**src/rtl/ramb_arb_pkg.sv**
```systemverilog
// ============================================================================
// Module  : ramb_arb_pkg
// Brief   : Shared types and constants for the ramb_s8_port_arbiter slice.
// Revision: 1.0 - initial release
// ============================================================================
`default_nettype none

package ramb_arb_pkg;

  typedef enum logic {
    ST_CLEAR = 1'b0,
    ST_RUN   = 1'b1
  } state_t;

  localparam logic REQ_ID0 = 1'b0;
  localparam logic REQ_ID1 = 1'b1;

  localparam int BURST_W = 4;

endpackage

`default_nettype wire

```
**src/rtl/rr_pick2.sv**
```systemverilog
// ============================================================================
// Module  : rr_pick2
// Brief   : Two-way round-robin pick with burst retention; one-hot grant.
// Revision: 1.0 - initial release
// ============================================================================
`default_nettype none

module rr_pick2
  import ramb_arb_pkg::*;
(
  input  logic [1:0] req,
  input  logic       last,
  input  logic       lock_hold,
  output logic [1:0] grant
);

  logic w_winner;

  // Under contention the previous owner keeps the port only while it holds the lock.
  assign w_winner = lock_hold ? last : ~last;

  always_comb begin
    grant = 2'b00;
    case (req)
      2'b01:   grant[REQ_ID0] = 1'b1;
      2'b10:   grant[REQ_ID1] = 1'b1;
      2'b11: begin
        if (w_winner == REQ_ID1) grant[REQ_ID1] = 1'b1;
        else                     grant[REQ_ID0] = 1'b1;
      end
      default: grant = 2'b00;
    endcase
  end

endmodule

`default_nettype wire

```
**src/rtl/ramb_s8_port_arbiter.sv**
```systemverilog
// ============================================================================
// Module  : ramb_s8_port_arbiter
// Brief   : Two-requester arbiter for one 8-bit block-RAM port with tagged
//           read return. Define RAMB_ARB_CLEAR_EN for the power-up clear sweep.
// Revision: 1.0 - initial release
// ============================================================================
`default_nettype none

module ramb_s8_port_arbiter
  import ramb_arb_pkg::*;
#(
  parameter int                ADDR_W      = 9,
  parameter int                DATA_W      = 8,
  parameter int                MAX_BURST   = 4,
  parameter logic [DATA_W-1:0] CLEAR_VALUE = '0
) (
  input  logic              clk,
  input  logic              rst_n,
  input  logic              req0,
  input  logic              req1,
  input  logic              we0,
  input  logic              we1,
  input  logic              lock0,
  input  logic              lock1,
  input  logic [ADDR_W-1:0] addr0,
  input  logic [ADDR_W-1:0] addr1,
  input  logic [DATA_W-1:0] di0,
  input  logic [DATA_W-1:0] di1,
  output logic              gnt0,
  output logic              gnt1,
  output logic              rvalid0,
  output logic              rvalid1,
  output logic [DATA_W-1:0] do0,
  output logic [DATA_W-1:0] do1,
  output logic              ready,
  output logic              ram_en,
  output logic              ram_we,
  output logic              ram_rst,
  output logic [ADDR_W-1:0] ram_addr,
  output logic [DATA_W-1:0] ram_di,
  input  logic [DATA_W-1:0] ram_do
);

  logic               r_ready;
  logic               w_ready_next;
  logic               r_last;
  logic [BURST_W-1:0] r_burst_cnt;
  logic [1:0]         w_pick;
  logic [1:0]         w_gnt;
  logic               w_lock_hold;
  logic               w_any;
  logic               w_win;

  logic               w_cmd_en;
  logic               w_cmd_we;
  logic [ADDR_W-1:0]  w_cmd_addr;
  logic [DATA_W-1:0]  w_cmd_di;

  logic               r_ram_en;
  logic               r_ram_we;
  logic [ADDR_W-1:0]  r_ram_addr;
  logic [DATA_W-1:0]  r_ram_di;
  logic [1:0]         r_tag_rd;
  logic [1:0]         r_rvalid;

  // ---------------------------------------------------------------- arbitration
  assign w_lock_hold = (r_last ? (req1 & lock1) : (req0 & lock0))
                     & (r_burst_cnt < BURST_W'(MAX_BURST));

  rr_pick2 u_pick (
    .req      ({req1, req0}),
    .last     (r_last),
    .lock_hold(w_lock_hold),
    .grant    (w_pick)
  );

  assign w_gnt = r_ready ? w_pick : 2'b00;
  assign w_any = |w_gnt;
  assign w_win = w_gnt[1] ? REQ_ID1 : REQ_ID0;

  always_ff @(posedge clk or negedge rst_n) begin
    if (!rst_n) begin
      r_last      <= REQ_ID1;
      r_burst_cnt <= '0;
    end else if (w_any) begin
      r_last <= w_win;
      if (w_win != r_last)
        r_burst_cnt <= BURST_W'(1);
      else if (r_burst_cnt != {BURST_W{1'b1}})
        r_burst_cnt <= r_burst_cnt + 1'b1;
    end else begin
      r_burst_cnt <= '0;
    end
  end

  // ------------------------------------------------------------- clear sweep
`ifdef RAMB_ARB_CLEAR_EN
  state_t            r_state;
  state_t            w_state_next;
  logic [ADDR_W-1:0] r_clr_addr;

  always_ff @(posedge clk or negedge rst_n) begin
    if (!rst_n) begin
      r_state    <= ST_CLEAR;
      r_clr_addr <= '0;
    end else begin
      r_state <= w_state_next;
      if (r_state == ST_CLEAR)
        r_clr_addr <= r_clr_addr + 1'b1;
    end
  end

  always_comb begin
    w_state_next = r_state;
    if (r_state == ST_CLEAR && r_clr_addr == {ADDR_W{1'b1}})
      w_state_next = ST_RUN;
  end

  // READY rises on the same edge that issues the final sweep write.
  assign w_ready_next = (w_state_next == ST_RUN);
`else
  logic w_unused_clear;
  assign w_unused_clear = ^CLEAR_VALUE;
  assign w_ready_next   = 1'b1;
`endif

  always_ff @(posedge clk or negedge rst_n) begin
    if (!rst_n) r_ready <= 1'b0;
    else        r_ready <= w_ready_next;
  end

  // --------------------------------------------------------- command stage
  always_comb begin
    w_cmd_en   = w_any;
    w_cmd_we   = w_any & (w_win ? we1 : we0);
    w_cmd_addr = w_win ? addr1 : addr0;
    w_cmd_di   = w_win ? di1 : di0;
`ifdef RAMB_ARB_CLEAR_EN
    if (r_state == ST_CLEAR) begin
      w_cmd_en   = 1'b1;
      w_cmd_we   = 1'b1;
      w_cmd_addr = r_clr_addr;
      w_cmd_di   = CLEAR_VALUE;
    end
`endif
  end

  always_ff @(posedge clk or negedge rst_n) begin
    if (!rst_n) begin
      r_ram_en   <= 1'b0;
      r_ram_we   <= 1'b0;
      r_ram_addr <= '0;
      r_ram_di   <= '0;
      r_tag_rd   <= 2'b00;
      r_rvalid   <= 2'b00;
    end else begin
      r_ram_en <= w_cmd_en;
      r_ram_we <= w_cmd_we;
      if (w_cmd_en) begin
        r_ram_addr <= w_cmd_addr;
        r_ram_di   <= w_cmd_di;
      end
      // Tag travels one stage behind the command so it lines up with RAM_DO.
      r_tag_rd <= w_gnt & ~{we1, we0};
      r_rvalid <= r_tag_rd;
    end
  end

  assign gnt0     = w_gnt[0];
  assign gnt1     = w_gnt[1];
  assign ready    = r_ready;
  assign ram_en   = r_ram_en;
  assign ram_we   = r_ram_we;
  assign ram_rst  = 1'b0;
  assign ram_addr = r_ram_addr;
  assign ram_di   = r_ram_di;
  assign rvalid0  = r_rvalid[0];
  assign rvalid1  = r_rvalid[1];
  assign do0      = ram_do;
  assign do1      = ram_do;

endmodule

`default_nettype wire
```
**config.mk**
```make
export PLATFORM = sky130hd
export DESIGN_NAME = ramb_s8_port_arbiter
export DESIGN_NICKNAME = d
export VERILOG_FILES = /design/src/rtl/ramb_arb_pkg.sv /design/src/rtl/rr_pick2.sv /design/src/rtl/ramb_s8_port_arbiter.sv
export SDC_FILE = /design/constraint.sdc
export NUM_CORES = 1
export LEC_CHECK = 0
export CAP_MARGIN = 40
export CELL_PAD_IN_SITES_DETAIL_PLACEMENT = 0
export CELL_PAD_IN_SITES_GLOBAL_PLACEMENT = 1
export CORE_MARGIN = 1
export CORE_UTILIZATION = 30
export DETAILED_ROUTE_END_ITERATION = 12
export PLACE_DENSITY = 0.9
export SLEW_MARGIN = 10
export SYNTH_ARGS = -nofsm -noshare
export SYNTH_HDL_FRONTEND = slang
export SYNTH_SLANG_ARGS = --single-unit
```
**constraint.sdc**
```tcl
create_clock -name clk -period 2.2 [get_ports clk]
set_input_delay 0.44 -clock clk [delete_from_list [all_inputs] [get_ports clk]]
set_output_delay 0.44 -clock clk [all_outputs]
set_load 0.1 [all_outputs]
```
---- Yosys cells after proc, flatten, opt, wreduce, memory -nomap -nowiden ----
Cells that the tools add are included.
word-level totals
  bits in registers ....................... 29
  bits of input ports ..................... 50
  output and inout bits ................... 41
  word-level logic and storage cells ...... 39
cells by class
  $add $sub $neg .......................... 1
  $lt $le $gt $ge ......................... 1
  equal/unequal tests ..................... 6
  mux-type cells .......................... 14
  bitwise logic cells ..................... 7
  reductions and logical operators ........ 1
operators with widths
  kind                                                  number
  2-to-1 mux 4 bit                                      3
  2-to-1 mux 9 bit                                      1
  2-to-1 mux 8 bit                                      1
  2-to-1 mux 1 bit                                      6
  adder 4 x 1 -> 4 bit (second input constant)          1
  bitwise AND 1 bit                                     4
  equality test 2 bit (second input constant)           2
  < comparator 4 x 3 -> 1 bit (second input constant)   1
  != test 4 bit (second input constant)                 1
  one-hot mux 1 bit (2 select lines)                    2
  != test 3 x 1 -> 1 bit (second input constant)        1
  bitwise AND 2 bit                                     1
  equality test 2 x 1 -> 1 bit (second input constant)  1
  2-to-1 mux 2 bit                                      1
  NOT 2 bit                                             1
  OR reduction 2 bit                                    1
  != test 1 bit                                         1
  NOT 1 bit                                             1

---- Longest topological paths before layout ----
Gate-level depths: netlist of the first run.
  depth in word-level cells ............... 11
  depth in mapped cells ................... 7
  mapped depth without buffers ............ 4

---- By module ----
From an unflattened synthesis of the first run, not the netlist that was laid out.
second synthesis, totals
  cells, all modules ...................... 140
  area, all modules ....................... 1447.6 um2
modules (own cells, without submodules)
  module                times used  cells each  area each (um2)  sequential area each (um2)
  ramb_s8_port_arbiter  1           136         1422.6           726.9
  rr_pick2              1           4           25.0             0.0

---- Worst setup path after synthesis of the first run ----
Ideal clock, no wire load.
  path kind ............................... register to output
  start point ............................. register r_ready, in the netlist ready
  end point ............................... output port gnt1
  data arrival time ....................... 2.594 ns
  required time ........................... 1.760 ns
  slack ................................... -0.834 ns
  stages on the path, launching flop included .. 4
  buffers on the path ..................... 1
  cells stage by stage .................... dfrtp_1 -> buf_2 -> nand2_1 -> nor2_1
on the way
  cells in the longest elaborated chain, start to end .. 1
RTL lines
  item                      RTL line                     text
  start: declaration        ramb_s8_port_arbiter.sv:44   logic r_ready;
  start signal: assignment  ramb_s8_port_arbiter.sv:129  else r_ready <= w_ready_next;
  2-to-1 mux 2 bit          ramb_s8_port_arbiter.sv:77   assign w_gnt = r_ready ? w_pick : 2'b00;
  end: declaration          ramb_s8_port_arbiter.sv:30   output logic gnt1,
Every way passes these cells.

---- Worst setup path after layout of the first run ----
  start point ............................. register r_burst_cnt[2]
  end point ............................... output port gnt0
on the way
  cells in the longest elaborated chain, start to end .. 6
RTL lines
  item                                RTL line                    text
  start: declaration                  ramb_s8_port_arbiter.sv:47  logic [BURST_W-1:0] r_burst_cnt;
  start signal: assignment            ramb_s8_port_arbiter.sv:90  r_burst_cnt <= r_burst_cnt + 1'b1;
  < comparator 4 x 3 -> 1 bit         ramb_s8_port_arbiter.sv:68  & (r_burst_cnt < BURST_W'(MAX_BURST));
  bitwise AND 1 bit                   ramb_s8_port_arbiter.sv:68
  2-to-1 mux 1 bit                    rr_pick2.sv:20              assign w_winner = lock_hold ? last : ~last;
  2-to-1 mux 1 bit                    rr_pick2.sv:28              if (w_winner == REQ_ID1) grant[REQ_ID1] = 1'b1;
  one-hot mux 1 bit (2 select lines)  rr_pick2.sv:24              case (req)
  2-to-1 mux 2 bit                    ramb_s8_port_arbiter.sv:77
  end: declaration                    ramb_s8_port_arbiter.sv:29  output logic gnt0,
Every way passes these cells.

==> results of run 1 <==
where the power goes:
| part | switching (mW) | internal, mW | total [mW] |
|---|---|---|---|
| sequential | 0.0681 | 0.609 | 0.677 |
| combinational | 0.735 | 0.306 | 1.04 |
| clock | 0.210 | 0.219 | 0.429 |
placed cells by master, fill, tap and decap left out, types with 2 or more instances in the layout:
| cell | count |
|---|---|
| dfrtp_1 | 26 |
| nand3_2 | 9 |
| buf_12 | 5 |
| nand2b_1 | 17 |
| clkbuf_8 | 5 |
| clkinv_2 | 2 |
| inv_1 | 2 |
| nand2_1 | 6 |
| nor2_1 | 4 |
| nand3_1 | 11 |
| dfrtp_2 | 2 |
| and2_1 | 2 |
| clkdlybuf4s50_1 | 39 |
| o2111ai_1 | 17 |
| nor3_1 | 3 |
| nand4_1 | 17 |
| buf_4 | 32 |
| nor2b_1 | 18 |
| conb_1 | 2 |
| or2_2 | 2 |
| a31oi_1 | 20 |
kinds of logic after synthesis:
family          after synthesis  share of synthesized area [%]
fa+ha+maj                     1                         0.6249
mux                           1                         0.5000
xor+xnor                      1                         0.4376
other cells                   2                         0.3751
flops                        29                          36.31
compound gates               46                          17.75
simple gates                 94                          30.69
buf+inv                      40                          13.31
sequential cells by signal, summed over array words and instances (netlist names):
name	cells
ready	1
r_rvalid	2
ram_di	8
ram_en	1
ram_addr	9
ram_we	1
r_burst_cnt	4
r_last	1
r_tag_rd	2
layout make-up:
type / instances / area (um2)
Inverter: 2 / 7.507
Multi-Input combinational cell: 145 / 1042
Clock buffer: 6 / 72.57
Clock inverter: 2 / 10.01
Timing Repair Buffer: 78 / 752.0
Fill cell: 635 / 3676
Sequential cell: 29 / 729.5
Tap cell: 77 / 96.34
worst min path at each step:
stage                            from             end  slack (ns)  cells after the start
after detailed placement  r_tag_rd[1]     r_rvalid[1]        0.34                      0
after global placement    r_tag_rd[1]     r_rvalid[1]        0.34                      0
after floorplan                 rst_n  r_burst_cnt[0]        0.14                      0
after CTS                 r_tag_rd[1]     r_rvalid[1]        0.36                      0
after global routing      r_tag_rd[0]     r_rvalid[0]        0.36                      0
final                     r_tag_rd[1]     r_rvalid[1]        0.36                      0
per-layer routing:
metal | vias up | routed length, um | global-route usage [%]
met5 | - | 0 | 0
met1 | 890 | 2535 | 21.37
li1 | 869 | - | -
met2 | 68 | 2347 | 24.24
met3 | 7 | 393 | 4.550
met4 | 0 | 59 | 5.239
stage by stage:
step	area [um2]	hold WS, ns	util [%]
CTS	2706	0.3565	42.38
global placement	2606	0.3366	40.81
finish	2710	0.3562	42.44
floorplan	2018	0.1444	-
global route	2710	0.3589	42.44
detailed placement	2606	0.3410	40.81
worst max-delay path: cells and delay by family (launching register included):
family | cells | cell delay, ns
AO/OA/AOI/OAI | 2 | 0.31
AND/OR/NAND/NOR | 1 | 0.44
flip-flops | 1 | 0.46
buffers and inverters | 1 | 0.20
repair_timing:
action,4_1_cts,5_1_grt
hold buffers,0,0
gates resized for setup,3,2
cloned,0,0
setup endpoints to repair,1,2
pin swaps,1,0
==> flow_metrics.tcl, run 1 <==
set metrics [dict create \
    hold_violations 0 \
    crit_arrival_ns 1.69 \
    ir_drop_mv 0.4162 \
    yosys.area.top_type "dfrtp_1" \
    h-tree-depth 2 \
    worstPathRequired_ns 1.76 \
    max_stage_delay_ns 0.46 \
    syn_inst 214 \
    cts_setup_buffers 0 \
    grt_pass1_wl_um 8859 \
    drive_gt1_share_pct 25.19 \
    ys_top_cells_by_area "dfrtp_1 (35%), o2111ai_1 (7.4%), buf_4 (6.8%)" \
    crit_path_end "gnt0" \
    yosys_warnings 0 \
    netlist_area_um2 2002 \
    power_density_nw_per_um2 792.0 \
    setup_ws_ns 0.06988 \
    grt_max_degree 31 \
    status "completed" \
    setup_viol 0 \
    min_period_ns 2.130 \
    crit_chain "or3b_4 -> o2bb2ai_4 -> a21oi_4 -> buf_12" \
    wl_per_cell_um 15.74 \
    reg2reg_from "r_burst_cnt[2]" \
    critPathLaunchType "register" \
    fin_skew_ns 0.006221 \
    clk_latency_ns 0.28 \
    hold_class "register to register" \
    yosysSeqAreaShare_pct 36.31 \
    crit_path_start "r_burst_cnt[2]" \
    die_h_um 83.69 \
    cts.path.max_buffers 2 \
    cts-root-buf "clkbuf_8" \
    drv_slew 0 \
    antennaDiodeCount 0 \
    synth_top_area_share_pct 35.00 \
    antenna_found_initial 0 \
    pre_cts_ws_ns -0.1377 \
    synth_commonest_cells "dfrtp_1 (28), a31oi_1 (20), buf_4 (18), nor2b_1 (18)" \
    vias 1834 \
    drt_first_pass_iters 5 \
    layout.nets 312 \
    cap_violations 0 \
    setup_tns_ns 0 \
    grtUsageTotal_pct 15.81 \
    period_share_pct 96.82 \
    max_freq_mhz 469.5 \
    path_clk_slew_ns 0.07 \
    r2r-end "r_burst_cnt[3]" \
    dp.cells 331 \
    drc_errors 0 \
    ys_ff_latch 29 \
    io_buffers 65 \
    async_flop_share_pct 100.0 \
    design.die.area_um2 7004 \
    instances_no_fill 339 \
    cp_max_fo 9 \
    synth_edf_count 0 \
    hpwlAfterDp_um 3678 \
    yosysMostFrequentCell "dfrtp_1" \
    p_leak_nw 1.062 \
    cts_sinks 29 \
    syn2layout_area_growth_pct 35.38 \
    path_class "register to primary output" \
    coreArea_um2 6386 \
    placementRows 29 \
    power_mw 2.146 \
    grt_overflow 0 \
    ios 91 \
    numCtsBuffers 5 \
    cts_tree "done" \
    worst_r2r_path_depth 5 \
    viasPerCell 5.410 \
    routed_wl_um 5335 \
    synth_cell_type_count 37 \
    ant_nets 0 \
    worst_setup_path_end_kind "primary output" \
    regToRegSetupSlack_ns 0.53 \
    ys.flop_type "dfrtp_1" \
    rsz0062_at_grt "no" \
    drtIter0Drc 98 \
    grt_pass1_vias 1796 \
    syn_nets 265 \
    finalWeightedCongestion 0.8368 \
    die_w_um 83.69 \
    syn_area_per_cell_um2 9.355 \
    initial_core_util_pct 31.35 \
    crit_path_top_delay_cell "dfrtp_2" \
]
Power figures use the tool's default switching activity.
==> run 2: changes to the inputs <==
--- a/config.mk
+++ b/config.mk
@@ -8,7 +8,6 @@
 export CAP_MARGIN = 40
 export CELL_PAD_IN_SITES_DETAIL_PLACEMENT = 0
 export CELL_PAD_IN_SITES_GLOBAL_PLACEMENT = 1
-export CORE_MARGIN = 1
 export CORE_UTILIZATION = 30
 export DETAILED_ROUTE_END_ITERATION = 12
 export PLACE_DENSITY = 0.9
==> results of run 2 <==
Final layout, timing and power as in run 1 (identical DEF).
